==> src/rtl/onehot_arb2.sv <==
// ---------------------------------------------------------------------------
// onehot_arb2 -- two-requester round-robin arbiter with a registered output.
//
// The two requesters offer payloads with valid/ready handshakes. The winner is
// moved through a one-hot AND-OR mux into a single output register. That
// register is refilled in the same cycle it drains, so the block can complete
// one transfer per cycle.
//
// Ports
//   clk         rising-edge clock
//   rst         asynchronous, active-high reset
//   req0_valid  requester 0 offers req0_data
//   req0_data   requester 0 payload (WIDTH bits)
//   req0_ready  requester 0 payload taken this cycle (== sel[0])
//   req1_valid  requester 1 offers req1_data
//   req1_data   requester 1 payload (WIDTH bits)
//   req1_ready  requester 1 payload taken this cycle (== sel[1])
//   out_valid   output register holds a payload
//   out_data    registered payload
//   out_src     index of the requester that supplied out_data
//   out_ready   consumer takes out_data this cycle
//   sel         one-hot grant for this cycle, 2'b00 when nothing is granted
//   prio        index of the requester that wins the next tie
// ---------------------------------------------------------------------------
module onehot_arb2 #(
    parameter int WIDTH = 32
) (
    input  logic             clk,
    input  logic             rst,
    input  logic             req0_valid,
    input  logic [WIDTH-1:0] req0_data,
    output logic             req0_ready,
    input  logic             req1_valid,
    input  logic [WIDTH-1:0] req1_data,
    output logic             req1_ready,
    output logic             out_valid,
    output logic [WIDTH-1:0] out_data,
    output logic             out_src,
    input  logic             out_ready,
    output logic [1:0]       sel,
    output logic             prio
);

    logic             load_en;
    logic             grant;
    logic [WIDTH-1:0] sel_data;

    // The output register may take new data when it is empty, or when its
    // current content leaves this cycle.
    assign load_en = !out_valid || out_ready;

    // The grant is also forced off during reset, so no requester sees a
    // handshake while the block is held in reset.
    always_comb begin
        sel = 2'b00;
        if (!rst && load_en) begin
            case ({req1_valid, req0_valid})
                2'b01:   sel = 2'b01;
                2'b10:   sel = 2'b10;
                2'b11:   sel = prio ? 2'b10 : 2'b01;
                default: sel = 2'b00;
            endcase
        end
    end

    assign req0_ready = sel[0];
    assign req1_ready = sel[1];
    assign grant      = sel[0] | sel[1];

    // sel is one-hot or zero, so an AND-OR mux is enough. With no grant the
    // mux output is zero, and that value is never loaded.
    assign sel_data = ({WIDTH{sel[0]}} & req0_data)
                    | ({WIDTH{sel[1]}} & req1_data);

    always_ff @(posedge clk or posedge rst) begin
        if (rst) begin
            out_valid <= 1'b0;
            out_data  <= '0;
            out_src   <= 1'b0;
            prio      <= 1'b0;
        end else if (load_en) begin
            if (grant) begin
                out_valid <= 1'b1;
                out_data  <= sel_data;
                out_src   <= sel[1];
                // The requester that just won yields the next tie.
                prio      <= ~sel[1];
            end else begin
                out_valid <= 1'b0;
            end
        end
    end

endmodule

==> config.mk <==
export PLATFORM = sky130hd
export DESIGN_NAME = onehot_arb2
export DESIGN_NICKNAME = d
export VERILOG_FILES = /design/src/rtl/onehot_arb2.sv
export SDC_FILE = /design/constraint.sdc
export NUM_CORES = 1
export LEC_CHECK = 0
export CAP_MARGIN = 20
export CORE_UTILIZATION = 35
export CTS_BUF_LIST = sky130_fd_sc_hd__clkbuf_8
export CTS_CLUSTER_DIAMETER = 40
export DETAILED_ROUTE_END_ITERATION = 7
export PLACE_DENSITY = 0.79
export SYNTH_ARGS = -nofsm -noshare
export SYNTH_HDL_FRONTEND = slang
export SYNTH_SLANG_ARGS = --single-unit
==> constraint.sdc <==
create_clock -name clk -period 1.9 [get_ports clk]
set_input_delay 0.475 -clock clk [delete_from_list [all_inputs] [get_ports clk]]
set_output_delay 0.475 -clock clk [all_outputs]
set_load 0.05 [all_outputs]
; ---- Word-level counts from Yosys, hierarchy flattened
; Cells that the tools add are included.
[op_classes]
n_reduce_logical = 5
muxes = 4
eq_ne = 3
n_bitwise = 5
[op_table]
columns = operator, count
row1 = bitwise AND 32 bit, 2
row2 = bitwise OR 32 bit, 1
row3 = case mux 2 bit (3 select lines), 1
row4 = == test 2 bit (second input constant), 2
row5 = 2-to-1 mux 2 bit, 2
row6 = == test 2 x 1 -> 1 bit (second input constant), 1
row7 = zero test 1 bit, 2
row8 = AND reduction 2 bit, 1
row9 = logical AND 1 bit, 1
row10 = logical OR 1 bit, 1
row11 = 2-to-1 mux 1 bit, 1
row12 = NOT 1 bit, 1
row13 = bitwise OR 1 bit, 1
[word_totals]
ff_bits = 35
out_inout_bits = 39
input_bits = 69

; ---- Longest topological paths before layout
[depth]
ltp_word = 6
mapped_depth = 6
depth_no_buf = 3

; ---- Least setup slack after synthesis
; Ideal clock, no wire load.
[synth_path]
kind = reg-to-output
start = register prio
end = output port sel[1]
arrival_ps = 2049
required_ps = 1425
path_buffers = 2
path_slack_ps = -624
path_stages_with_launch = 6
cell_sequence = dfrtp_1 nor2b_1 clkbuf_1 or4b_1 inv_1 buf_4
[synth_via]
elab_chain_cells = 3
[synth_rtl]
columns = element, line
row1 = "start, declared", 41  ; output logic prio
row2 = "start signal, assigned", 87  ; prio <= ~sel[1];
row3 = 2-to-1 mux 2 bit, 60  ; 2'b11: sel = prio ? 2'b10 : 2'b01;
row4 = case mux 2 bit (3 select lines), 57  ; case ({req1_valid, req0_valid})
row5 = 2-to-1 mux 2 bit, 56  ; if (!rst && load_en) begin
row6 = "end, declared", 40  ; output logic [1:0] sel,
; No other way between the ends.

; ---- Worst setup path after layout
[layout_path]
start = register out_valid
end = output port sel[1]
[layout_via]
elab_chain_cells = 4
[layout_rtl]
columns = element, line
row1 = "start, declared", 36  ; output logic out_valid,
row2 = "start signal, assigned", 77  ; out_valid <= 1'b0;
row3 = "start signal, assigned", 83  ; out_valid <= 1'b1;
row4 = "start signal, assigned", 89  ; out_valid <= 1'b0;
row5 = zero test 1 bit, 50  ; assign load_en = !out_valid || out_ready;
row6 = logical OR 1 bit, 50
row7 = logical AND 1 bit, 56
row8 = 2-to-1 mux 2 bit, 56
; No other way between the ends.

==> results.yml <==
sta:
  setup_viol: 4
  finalCritPeriodShare_pct: 108
  hold_violations: 0
  fin_ws_ns: -0.161
  fmax_mhz: 485
  rsz0062_at_grt: "true"
  drv_slew: 0
  slew_headroom_pct: 75.8
  fin_tns_setup_ns: -0.555
  worst_pin_slew_ns: 0.363
  fin_worst_skew_ns: 0.00261
  finalCriticalPeriod_ns: 2.06
synth:
  ys.warnings.count: 0
  synth.avg_cell_area_um2: 10.5
  netlist_area_um2: 1780
  syn_inst: 169
  synth_area_leaders: "dfrtp_1, a221o_1, nor4_1"
  ys_seq_elements: 35
  synth_cell_type_count: 19
  seq_area_frac_synth_pct: 49.2
  synth_top_area_share_pct: 49.2
  synth_area_leader_cell: "dfrtp_1"
  syn_nets: 238
global_route:
  grtUsageTotal_pct: 23.1
  grt_pass1_wl_um: 9530
  antenna_found_initial: 0
  overflow: 0
  first_global_vias: 1982
  grt_start_max_net_pins: 33
floorplanning:
  die-height_um: 73.3
  core_area_um2: 4820
  die_area_um2: 5380
  io-pin-count: 108
  fp-row-count: 25
  initial_core_util_pct: 37.0
  chipWidth_um: 73.3
min_path:
  min_path_type: "reg2reg"
  whs_path_depth: 1
  hp-start: "out_data[9]"
cts:
  clock_latency_ns: 0.27
  cts_sinks: 35
  htreeDepth: 2
  cts_tree: "yes"
  path_clk_slew_ns: 0.07
  cts_hold_buf: 0
  cts_root_buf: "clkbuf_8"
  clock_path_buffers: 2
  numCtsBuffers: 5
cells_and_area:
  final_common_cell: "clkdlybuf4s50_1"
  syn2layout_area_growth_pct: 70.8
  fin_nets: 352
  design_area_um2: 3040
  diodes: 0
  drive_above_1_share_pct: 28.2
  layout_common_cells: "clkdlybuf4s50_1, buf_4, dfrtp_1"
  final_cells: 351
worst_setup_path:
  critPathMaxStageDelay_ns: 0.50
  worst-path-max-fanout: 4
  critPathCapture: "sel[1]"
  crit_chain: "nor2b_4 -> or4b_4 -> clkinvlp_4 -> buf_12"
  endpoint_kind: "output port"
  crit_start: "out_valid"
  start_kind: "flip-flop"
  required_ns: 1.42
  reg2regPathDepth: 5
  cp_top_family: "simple AND/OR/NAND/NOR gates"
  slowest_stage: "or4b_4"
  crit_arrival_ns: 1.59
  cp_num_cells: 4
  reg2reg_to: "out_data[13]"
  rr_startpoint: "out_valid"
  path_class: "reg2out"
  crit_buf_inv: 2
  reg2reg_slack_ns: 0.19
power:
  p_leak_nw: 1.35
  power_mw: 3.08
  peakVddDrop_v: 0.000450
  p_per_area_nw_per_um2: 1010
status:
  violations: "setup timing"
  status: "finished, violations left"
placed_design:
  dp_hpwl_um: 3990
  gp_congestion: 0.722
  placedCellCount: 337
  place_area_um2: 2880
  numPortBuffers: 107
detailed_routing:
  wl_per_cell_um: 16.2
  viasPerCell: 5.28
  drtIter0Drc: 103
  drc_errors: 0
  drt_first_pass_iters: 4
  wirelength_um: 5690
  vias: 1853
  ant_nets: 0
job:
  maxCapViolations: 0
## final cells by class
class | count | area, um2
Fill cell | 431 | 1780
Timing Repair Buffer | 132 | 1220
Sequential cell | 35 | 878
Multi-Input combinational cell | 105 | 738
Clock buffer | 7 | 96.3
Tap cell | 67 | 83.8
Inverter | 4 | 18.8
Clock inverter | 1 | 3.75
## worst reg2reg max path, stage by stage, from the launching register on
cell and delay, ns:
dfrtp_2 0.41, nor2b_4 0.14, buf_4 0.15, or3_1 0.39, buf_6 0.19, a221o_1 0.32
## stage by stage
stage	hold WS (ns)	utilization [%]	worst slack (ns)
2_1_floorplan	0.622	-	-0.281
3_3_place_gp	0.499	59.8	-0.440
3_5_place_dp	0.500	59.8	-0.461
4_1_cts	0.520	62.9	-0.184
5_1_grt	0.539	63.1	-0.230
6_report	0.516	63.1	-0.161
## what timing repair did
action / 4_1_cts / 5_1_grt
endpoints found under the setup margin: 30 / 18
resized for setup: 10 / 3
setup buffers: 5 / 1
pin swaps: 2 / 1
## synthesized netlist by cell type
master	number
nand2_1	32
clkbuf_1	13
inv_1	4
nor2b_1	1
dfrtp_1	35
o21a_1	1
nand2b_1	1
nor4_1	32
or3_1	1
buf_1	1
o21ai_1	1
nor2_1	1
a2111oi_4	1
or4b_1	1
buf_4	2
nor2b_4	1
a221o_1	32
buf_6	8
buf_2	1
## how the worst min path moves through the flow
stage / to / slack (ns)
3_3_place_gp: out_data[9] / 0.50
2_1_floorplan: out_data[0] / 0.62
4_1_cts: out_data[9] / 0.52
6_report: out_data[9] / 0.52
3_5_place_dp: out_data[19] / 0.50
5_1_grt: out_data[27] / 0.54
## cell families after synthesis
group	synth area share [%]
AO/OA/AOI/OAI	20.2
buffers and inverters	9.98
flip-flops	49.2
AND/OR/NAND/NOR	20.6
## registers in the layout, summed over array words and instances, names as in the netlist
signal and count:
out_data 32, out_src 1, out_valid 1, prio 1
## routing by layer
layer	vias to the layer above	wire [um]	global-route usage (%)
met5	-	0	0
met4	0	40	7.05
met3	4	272	4.12
met2	70	2970	41.9
met1	894	2410	28.0
li1	885	-	-
## report_power, final
part	switching (mW)	leakage (nW)	internal, mW
registers	0.110	0.429	0.908
clock network	0.246	0.0557	0.325
logic	0.917	0.861	0.576
Note: power is estimated with default switching activity, not from simulation.
